`src/rtl/lane_read_gate_trainer_if.sv`:
```
// Lane-controller side of the read-gate trainer.
// Carries clock select, clock pause, probe read, delay-line control and the two status returns.
interface lane_read_gate_trainer_if;
   logic [2:0] READ_CLK_SEL;
   logic       HS_IO_CLK_PAUSE;
   logic       DDR_READ;
   logic       DELAY_LINE_SEL;
   logic       DELAY_LINE_LOAD;
   logic       DELAY_LINE_DIRECTION;
   logic       DELAY_LINE_MOVE;
   logic       RX_BURST_DETECT;
   logic       RX_DELAY_LINE_OUT_OF_RANGE;

   modport master (
      output READ_CLK_SEL, HS_IO_CLK_PAUSE, DDR_READ, DELAY_LINE_SEL,
             DELAY_LINE_LOAD, DELAY_LINE_DIRECTION, DELAY_LINE_MOVE,
      input  RX_BURST_DETECT, RX_DELAY_LINE_OUT_OF_RANGE
   );

   modport slave (
      input  READ_CLK_SEL, HS_IO_CLK_PAUSE, DDR_READ, DELAY_LINE_SEL,
             DELAY_LINE_LOAD, DELAY_LINE_DIRECTION, DELAY_LINE_MOVE,
      output RX_BURST_DETECT, RX_DELAY_LINE_OUT_OF_RANGE
   );
endinterface

```
`src/rtl/lane_read_gate_trainer.sv`:
```
// Read-gate trainer: probes all eight read-clock selects, centres on the widest passing run,
// then walks the fine delay line forward until bursts are lost and backs off to the middle.
module lane_read_gate_trainer #(
   parameter int PAUSE_CYCLES = 4,
   parameter int WAIT_CYCLES  = 16,
   parameter int MAX_TAPS     = 64
) (
   input  logic       FAB_CLK,
   input  logic       RESET,
   input  logic       START,
   output logic       BUSY,
   output logic       DONE,
   output logic       FAIL,
   output logic [7:0] PASS_MAP,
   output logic [7:0] TAP_COUNT,
   lane_read_gate_trainer_if.master lane
);
   typedef enum logic [3:0] {
      IDLE, LOAD, PAUSE, PROBE_RD, PROBE_WAIT, EVAL, PICK, FINE_MOVE, BACK_MOVE, FINISH
   } state_t;

   localparam logic [7:0]  MAX_TAPS_W = 8'(MAX_TAPS);
   localparam logic [15:0] PAUSE_LAST = 16'(PAUSE_CYCLES - 1);
   localparam logic [15:0] WAIT_LAST  = 16'(WAIT_CYCLES - 1);

   state_t      state_q, state_d;
   logic [2:0]  sel_idx_q, sel_idx_d;
   logic [2:0]  rd_sel_q, rd_sel_d;
   logic [7:0]  pass_map_q, pass_map_d;
   logic [7:0]  tap_q, tap_d;
   logic [7:0]  back_q, back_d;
   logic [15:0] cnt_q, cnt_d;
   logic        fail_q, fail_d;
   logic        fine_q, fine_d;
   logic        hit_q, hit_d;
   logic        oor_q, oor_d;
   logic        gap_q, gap_d;
   logic        step_bad;
   logic        pause_c, read_c, load_c, move_c, dl_sel_c, dir_c, done_c;

   function automatic logic [7:0] tap_inc(input logic [7:0] t);
      if (t >= MAX_TAPS_W) return MAX_TAPS_W;
      return t + 8'd1;
   endfunction

   // Centre of the longest run of passing selects; earlier run wins a tie, no wrap 7->0.
   function automatic logic [2:0] pick_center(input logic [7:0] map);
      int run_len, run_st, best_len, best_st;
      run_len  = 0;
      run_st   = 0;
      best_len = 0;
      best_st  = 0;
      for (int i = 0; i < 8; i++) begin
         if (map[i]) begin
            if (run_len == 0) run_st = i;
            run_len++;
            if (run_len > best_len) begin
               best_len = run_len;
               best_st  = run_st;
            end
         end else begin
            run_len = 0;
         end
      end
      return 3'(best_st + (best_len - 1) / 2);
   endfunction

   always_ff @(posedge FAB_CLK) begin
      if (RESET) begin
         state_q    <= IDLE;
         sel_idx_q  <= '0;
         rd_sel_q   <= '0;
         pass_map_q <= '0;
         tap_q      <= '0;
         back_q     <= '0;
         cnt_q      <= '0;
         fail_q     <= 1'b0;
         fine_q     <= 1'b0;
         hit_q      <= 1'b0;
         oor_q      <= 1'b0;
         gap_q      <= 1'b0;
      end else begin
         state_q    <= state_d;
         sel_idx_q  <= sel_idx_d;
         rd_sel_q   <= rd_sel_d;
         pass_map_q <= pass_map_d;
         tap_q      <= tap_d;
         back_q     <= back_d;
         cnt_q      <= cnt_d;
         fail_q     <= fail_d;
         fine_q     <= fine_d;
         hit_q      <= hit_d;
         oor_q      <= oor_d;
         gap_q      <= gap_d;
      end
   end

   always_comb begin
      state_d    = state_q;
      sel_idx_d  = sel_idx_q;
      rd_sel_d   = rd_sel_q;
      pass_map_d = pass_map_q;
      tap_d      = tap_q;
      back_d     = back_q;
      cnt_d      = cnt_q;
      fail_d     = fail_q;
      fine_d     = fine_q;
      hit_d      = hit_q;
      oor_d      = oor_q;
      gap_d      = gap_q;
      pause_c    = 1'b0;
      read_c     = 1'b0;
      load_c     = 1'b0;
      move_c     = 1'b0;
      dl_sel_c   = 1'b0;
      dir_c      = 1'b0;
      done_c     = 1'b0;
      step_bad   = !hit_q || oor_q || lane.RX_DELAY_LINE_OUT_OF_RANGE;

      case (state_q)
         IDLE: begin
            if (START) begin
               pass_map_d = '0;
               tap_d      = '0;
               fail_d     = 1'b0;
               fine_d     = 1'b0;
               sel_idx_d  = '0;
               state_d    = LOAD;
            end
         end
         LOAD: begin
            load_c   = 1'b1;
            dl_sel_c = 1'b1;
            rd_sel_d = sel_idx_q;
            cnt_d    = '0;
            state_d  = PAUSE;
         end
         PAUSE: begin
            pause_c = 1'b1;
            if (cnt_q == PAUSE_LAST) begin
               cnt_d = '0;
               // A failed search also parks the clock on select 0 through a pause window.
               if (fail_q)      state_d = FINISH;
               else if (fine_q) state_d = FINE_MOVE;
               else             state_d = PROBE_RD;
            end else begin
               cnt_d = cnt_q + 16'd1;
            end
         end
         PROBE_RD: begin
            read_c  = 1'b1;
            hit_d   = 1'b0;
            oor_d   = oor_q | lane.RX_DELAY_LINE_OUT_OF_RANGE;
            cnt_d   = '0;
            state_d = PROBE_WAIT;
         end
         PROBE_WAIT: begin
            hit_d = hit_q | lane.RX_BURST_DETECT;
            oor_d = oor_q | lane.RX_DELAY_LINE_OUT_OF_RANGE;
            if (cnt_q == WAIT_LAST) begin
               cnt_d   = '0;
               state_d = EVAL;
            end else begin
               cnt_d = cnt_q + 16'd1;
            end
         end
         EVAL: begin
            if (!fine_q) begin
               pass_map_d[sel_idx_q] = hit_q;
               if (sel_idx_q != 3'd7) begin
                  sel_idx_d = sel_idx_q + 3'd1;
                  rd_sel_d  = sel_idx_q + 3'd1;
                  state_d   = PAUSE;
               end else begin
                  state_d = PICK;
               end
            end else if (!step_bad && (tap_q < MAX_TAPS_W)) begin
               state_d = FINE_MOVE;
            end else begin
               // A failed step leaves the line one tap past the last good one, hence the extra pulse.
               tap_d   = step_bad ? tap_q - 8'd1 : tap_q;
               back_d  = step_bad ? ((tap_q - 8'd1) >> 1) + 8'd1 : (tap_q >> 1);
               gap_d   = 1'b0;
               state_d = BACK_MOVE;
            end
         end
         PICK: begin
            if (pass_map_q == 8'd0) begin
               fail_d   = 1'b1;
               rd_sel_d = 3'd0;
            end else begin
               rd_sel_d = pick_center(pass_map_q);
               fine_d   = 1'b1;
            end
            cnt_d   = '0;
            state_d = PAUSE;
         end
         FINE_MOVE: begin
            dl_sel_c = 1'b1;
            dir_c    = 1'b1;
            move_c   = 1'b1;
            tap_d    = tap_inc(tap_q);
            oor_d    = lane.RX_DELAY_LINE_OUT_OF_RANGE;
            state_d  = PROBE_RD;
         end
         BACK_MOVE: begin
            dl_sel_c = 1'b1;
            if (back_q == 8'd0) begin
               state_d = FINISH;
            end else if (!gap_q) begin
               move_c = 1'b1;
               back_d = back_q - 8'd1;
               gap_d  = 1'b1;
            end else begin
               gap_d = 1'b0;
            end
         end
         FINISH: begin
            done_c  = 1'b1;
            state_d = IDLE;
         end
         default: state_d = IDLE;
      endcase
   end

   assign BUSY      = (state_q != IDLE) && (state_q != FINISH);
   assign DONE      = done_c;
   assign FAIL      = fail_q;
   assign PASS_MAP  = pass_map_q;
   assign TAP_COUNT = tap_q;

   assign lane.READ_CLK_SEL         = rd_sel_q;
   assign lane.HS_IO_CLK_PAUSE      = pause_c;
   assign lane.DDR_READ             = read_c;
   assign lane.DELAY_LINE_SEL       = dl_sel_c;
   assign lane.DELAY_LINE_LOAD      = load_c;
   assign lane.DELAY_LINE_DIRECTION = dir_c;
   assign lane.DELAY_LINE_MOVE      = move_c;
endmodule

```
`src/flat_wrapper.sv`:
```
// flat-port wrapper written by rule: the top's interface ports become plain ports
module lane_read_gate_trainer_flat 
#(
   parameter int PAUSE_CYCLES = 4,
   parameter int WAIT_CYCLES  = 16,
   parameter int MAX_TAPS     = 64
)
  (FAB_CLK, RESET, START, BUSY, DONE, FAIL, PASS_MAP, TAP_COUNT, lane_READ_CLK_SEL, lane_HS_IO_CLK_PAUSE, lane_DDR_READ, lane_DELAY_LINE_SEL, lane_DELAY_LINE_LOAD, lane_DELAY_LINE_DIRECTION, lane_DELAY_LINE_MOVE, lane_RX_BURST_DETECT, lane_RX_DELAY_LINE_OUT_OF_RANGE);
  lane_read_gate_trainer_if lane_i ();
  input  logic FAB_CLK;
  input  logic RESET;
  input  logic START;
  output logic BUSY;
  output logic DONE;
  output logic FAIL;
  output logic [7:0] PASS_MAP;
  output logic [7:0] TAP_COUNT;
  output wire logic [$bits(lane_i.READ_CLK_SEL)-1:0] lane_READ_CLK_SEL;
  output wire logic [$bits(lane_i.HS_IO_CLK_PAUSE)-1:0] lane_HS_IO_CLK_PAUSE;
  output wire logic [$bits(lane_i.DDR_READ)-1:0] lane_DDR_READ;
  output wire logic [$bits(lane_i.DELAY_LINE_SEL)-1:0] lane_DELAY_LINE_SEL;
  output wire logic [$bits(lane_i.DELAY_LINE_LOAD)-1:0] lane_DELAY_LINE_LOAD;
  output wire logic [$bits(lane_i.DELAY_LINE_DIRECTION)-1:0] lane_DELAY_LINE_DIRECTION;
  output wire logic [$bits(lane_i.DELAY_LINE_MOVE)-1:0] lane_DELAY_LINE_MOVE;
  input wire logic [$bits(lane_i.RX_BURST_DETECT)-1:0] lane_RX_BURST_DETECT;
  input wire logic [$bits(lane_i.RX_DELAY_LINE_OUT_OF_RANGE)-1:0] lane_RX_DELAY_LINE_OUT_OF_RANGE;
  assign lane_READ_CLK_SEL = lane_i.READ_CLK_SEL;
  assign lane_HS_IO_CLK_PAUSE = lane_i.HS_IO_CLK_PAUSE;
  assign lane_DDR_READ = lane_i.DDR_READ;
  assign lane_DELAY_LINE_SEL = lane_i.DELAY_LINE_SEL;
  assign lane_DELAY_LINE_LOAD = lane_i.DELAY_LINE_LOAD;
  assign lane_DELAY_LINE_DIRECTION = lane_i.DELAY_LINE_DIRECTION;
  assign lane_DELAY_LINE_MOVE = lane_i.DELAY_LINE_MOVE;
  assign lane_i.RX_BURST_DETECT = lane_RX_BURST_DETECT;
  assign lane_i.RX_DELAY_LINE_OUT_OF_RANGE = lane_RX_DELAY_LINE_OUT_OF_RANGE;
  lane_read_gate_trainer #(.PAUSE_CYCLES(PAUSE_CYCLES), .WAIT_CYCLES(WAIT_CYCLES), .MAX_TAPS(MAX_TAPS)) u_core (.FAB_CLK(FAB_CLK), .RESET(RESET), .START(START), .BUSY(BUSY), .DONE(DONE), .FAIL(FAIL), .PASS_MAP(PASS_MAP), .TAP_COUNT(TAP_COUNT), .lane(lane_i));
endmodule
```
`config.mk`:
```
export PLATFORM = sky130hd
export DESIGN_NAME = lane_read_gate_trainer_flat
export DESIGN_NICKNAME = d
export VERILOG_FILES = /design/src/rtl/lane_read_gate_trainer_if.sv /design/src/rtl/lane_read_gate_trainer.sv /design/src/flat_wrapper.sv
export SDC_FILE = /design/constraint.sdc
export NUM_CORES = 1
export LEC_CHECK = 0
export CAP_MARGIN = 20
export CORE_ASPECT_RATIO = 1.25
export CORE_MARGIN = 1.5
export CORE_UTILIZATION = 60
export DETAILED_ROUTE_END_ITERATION = 8
export PLACE_DENSITY = 0.8
export SKIP_CTS_REPAIR_TIMING = 1
export SLEW_MARGIN = 15
export SYNTH_ARGS = -nofsm -noshare
export SYNTH_HDL_FRONTEND = slang
export SYNTH_SLANG_ARGS = --single-unit
```
`constraint.sdc`:
```
create_clock -name FAB_CLK -period 12.9 [get_ports FAB_CLK]
set_input_delay 1.935 -clock FAB_CLK [delete_from_list [all_inputs] [get_ports FAB_CLK]]
set_output_delay 1.935 -clock FAB_CLK [all_outputs]
set_load 0.03 [all_outputs]
```
==> flow_summary.yaml <==
status:
  status: "finished clean"
setup_path:
  slowest_stage: "dfxtp_1"
  cp_max_fo: 12
  cp_data_required_time_ps: 13110
  start_kind: "flop"
  end_kind: "flop"
  cpMostUsedCell: "ha_1"
  crit_family: "compound AO/OA/AOI/OAI gates"
  critPathKind: "reg -> reg"
  crit_buf_inv: 3
  cp_slowest_stage_delay_ps: 510
  crit_arrival_ps: 11740
placed_design:
  placed_cells: 923
  place_hpwl_um: 11200
  placed_cell_area_um2: 6040
  port_buffers: 32
  place.gp.congestion: 0.931
die:
  io_pins: 33
  die_w_um: 90.4
  core_um2: 9220
  num_rows: 39
  die_h_um: 112
  floorplan.initialDensity_pct: 62.1
  dieArea_um2: 10100
grt:
  first_global_vias: 5617
  grt_antenna_before_repair: 0
  grt_start_max_net_pins: 40
  grt_first_pass_wirelength_um: 25600
  globalRoute.totalOverflow: 0
  grtUsageTotal_pct: 29.9
synthesis:
  ys.flop_type: "dfxtp_1"
  synth_most_common_cell: "nand2_1"
  netlist.area_leader.share_pct: 19.2
  yosysSeqAreaShare_pct: 19.2
  syn-cell-area_um2: 5730
  synth_seq_cells: 55
  synthTopCellsByArea: "dfxtp_1, ha_1, nand2_1, nor2_1, a21oi_1"
  synth_edf_count: 0
  postSynthCellCount: 808
  synth.avg_cell_area_um2: 7.09
  yosysTopAreaCell: "dfxtp_1"
  synthTopCellsByCount: "nand2_1, nor2_1, a21oi_1"
  ys_async_sr_fraction_pct: 0
  yosysWarnings: 0
  synthDistinctLibCells: 85
timing:
  worst_slew_pin_slew_ps: 1010
  setup-tns-final_ps: 0
  fin_crit_sh_pct: 89.4
  max_slew_margin_pct: 32.4
  rsz0062_at_grt: "no"
  min_period_ps: 11540
  skew_ps: 6.16
  max_freq_mhz: 86.7
  hold_violations: 0
  report.final.slew_viol_count: 0
  setup_viol: 0
routing:
  ant_nets: 0
  drc: 0
  drtIter0Drc: 369
  firstDrtPassIters: 5
  wl_per_cell_um: 16.2
  routed-via-count: 5871
  vias_per_cell: 6.31
  routed_wl_um: 15000
final_layout:
  finalNetCount: 855
  fin_util_pct: 67.1
  fin_area_um2: 6190
  antenna_cells: 0
  area_growth_pct: 8.13
  layout-drive-gt1-share_pct: 4.33
  stdcell_count: 931
power:
  pwr-share-seq_pct: 34.0
  p_leak_nw: 2.45
  peakVddDrop_mv: 0.113
  power.density_nw_per_um2: 96.6
  pwr-share-clk_pct: 24.0
  sw_frac_of_total_pct: 39.5
  p_int_mw: 0.362
  p_comb_share_pct: 42.0
  p_sw_mw: 0.236
clock_tree:
  cts_sinks: 55
  clkTransAtPathRegs_ps: 70
  cts_buffers: 5
  ctsHtreeMaxLevel: 2
  clk_path_buf_depth: 2
  cts_root_buf: "clkbuf_16"
  clock_latency_ps: 290
  cts_tree: "built"
min_path:
  worstHoldPathType: "reg -> reg"
flow_run:
  drv_cap: 0
## layer usage
layer  wire length (um)  global-route usage [%]  vias to the layer above
li1                   -                       -                     2909
met1               6250                    34.8                     2730
met2               7790                    55.3                      192
met3                621                    3.32                       40
met4                380                    12.3                        0
met5                  0                       0                        -
## path summary, 6_finish.rpt
path                                   start                                  endpoint  cells past startpoint  slack, ps
min reg2reg        u_core.gap_q$_SDFFE_PP0P_                 u_core.gap_q$_SDFFE_PP0P_                      2        470
max reg2reg  u_core.PASS_MAP[1]$_SDFFE_PP0P_  u_core.lane.READ_CLK_SEL[2]$_SDFFE_PP0P_                     43       1360
min                u_core.gap_q$_SDFFE_PP0P_                 u_core.gap_q$_SDFFE_PP0P_                      2        470
max          u_core.PASS_MAP[1]$_SDFFE_PP0P_  u_core.lane.READ_CLK_SEL[2]$_SDFFE_PP0P_                     43       1360
## state kept, by name (all words and copies together), names as in the netlist
| signal | count |
|---|---|
| u_core.lane.READ_CLK_SEL | 3 |
| u_core.hit_q | 1 |
| u_core.oor_q | 1 |
| u_core.TAP_COUNT | 8 |
| u_core.cnt_q | 16 |
| u_core.FAIL | 1 |
| u_core.PASS_MAP | 8 |
| u_core.state_q | 4 |
| u_core.back_q | 8 |
| u_core.gap_q | 1 |
| u_core.fine_q | 1 |
| u_core.sel_idx_q | 3 |
## cells by family after synthesis
group | synth area share (%)
and+or+nand+nor | 27.9
AOI/OAI and AO/OA | 26.9
buffers and inverters | 6.29
other | 0.131
xor gates and xnor gates | 6.58
adders and majority gates | 10.0
muxes | 2.91
DFF | 19.2
## layout by cell type (no fill, tap or decap), drive strengths merged, types with 15 or more instances in the layout
master / n
a21oi: 57
xnor2: 23
clkdlybuf4s50: 32
nor2: 81
a31oi: 15
and3: 15
xor2: 20
nor3: 24
ha: 41
o21ai: 58
nand3: 39
dfxtp: 55
nand2: 96
inv: 47
## metrics by stage
stage	power, mW	setup WS (ps)	hold WS, ps
floorplan	0.393	2330	443
global route	0.635	603	502
global placement	0.445	2080	449
detailed placement	0.453	1600	462
finish	0.598	1360	474
CTS	0.597	1550	472
## power by group through the flow
stage                     registers (mW)  clock network [mW]  logic, mW
final                              0.203               0.144      0.251
after global placement             0.205                   0      0.240
after floorplan                    0.200                   0      0.193
after CTS                          0.202               0.145      0.250
after detailed placement           0.206                   0      0.246
after global routing               0.206               0.152      0.278
## cell type report
class / instances / area [um^2]
clock buffer: 8 / 156
fill: 809 / 3030
inverter: 47 / 176
multi-input combinational: 664 / 4270
sequential: 55 / 1100
tap: 123 / 154
timing repair buffer: 34 / 335
## tightest hold or removal path, stage by stage, from the launching register on
cell and delay, ps:
dfxtp_1 310, nand3_1 60, a21oi_1 60
(Power assumes the default switching activity.)
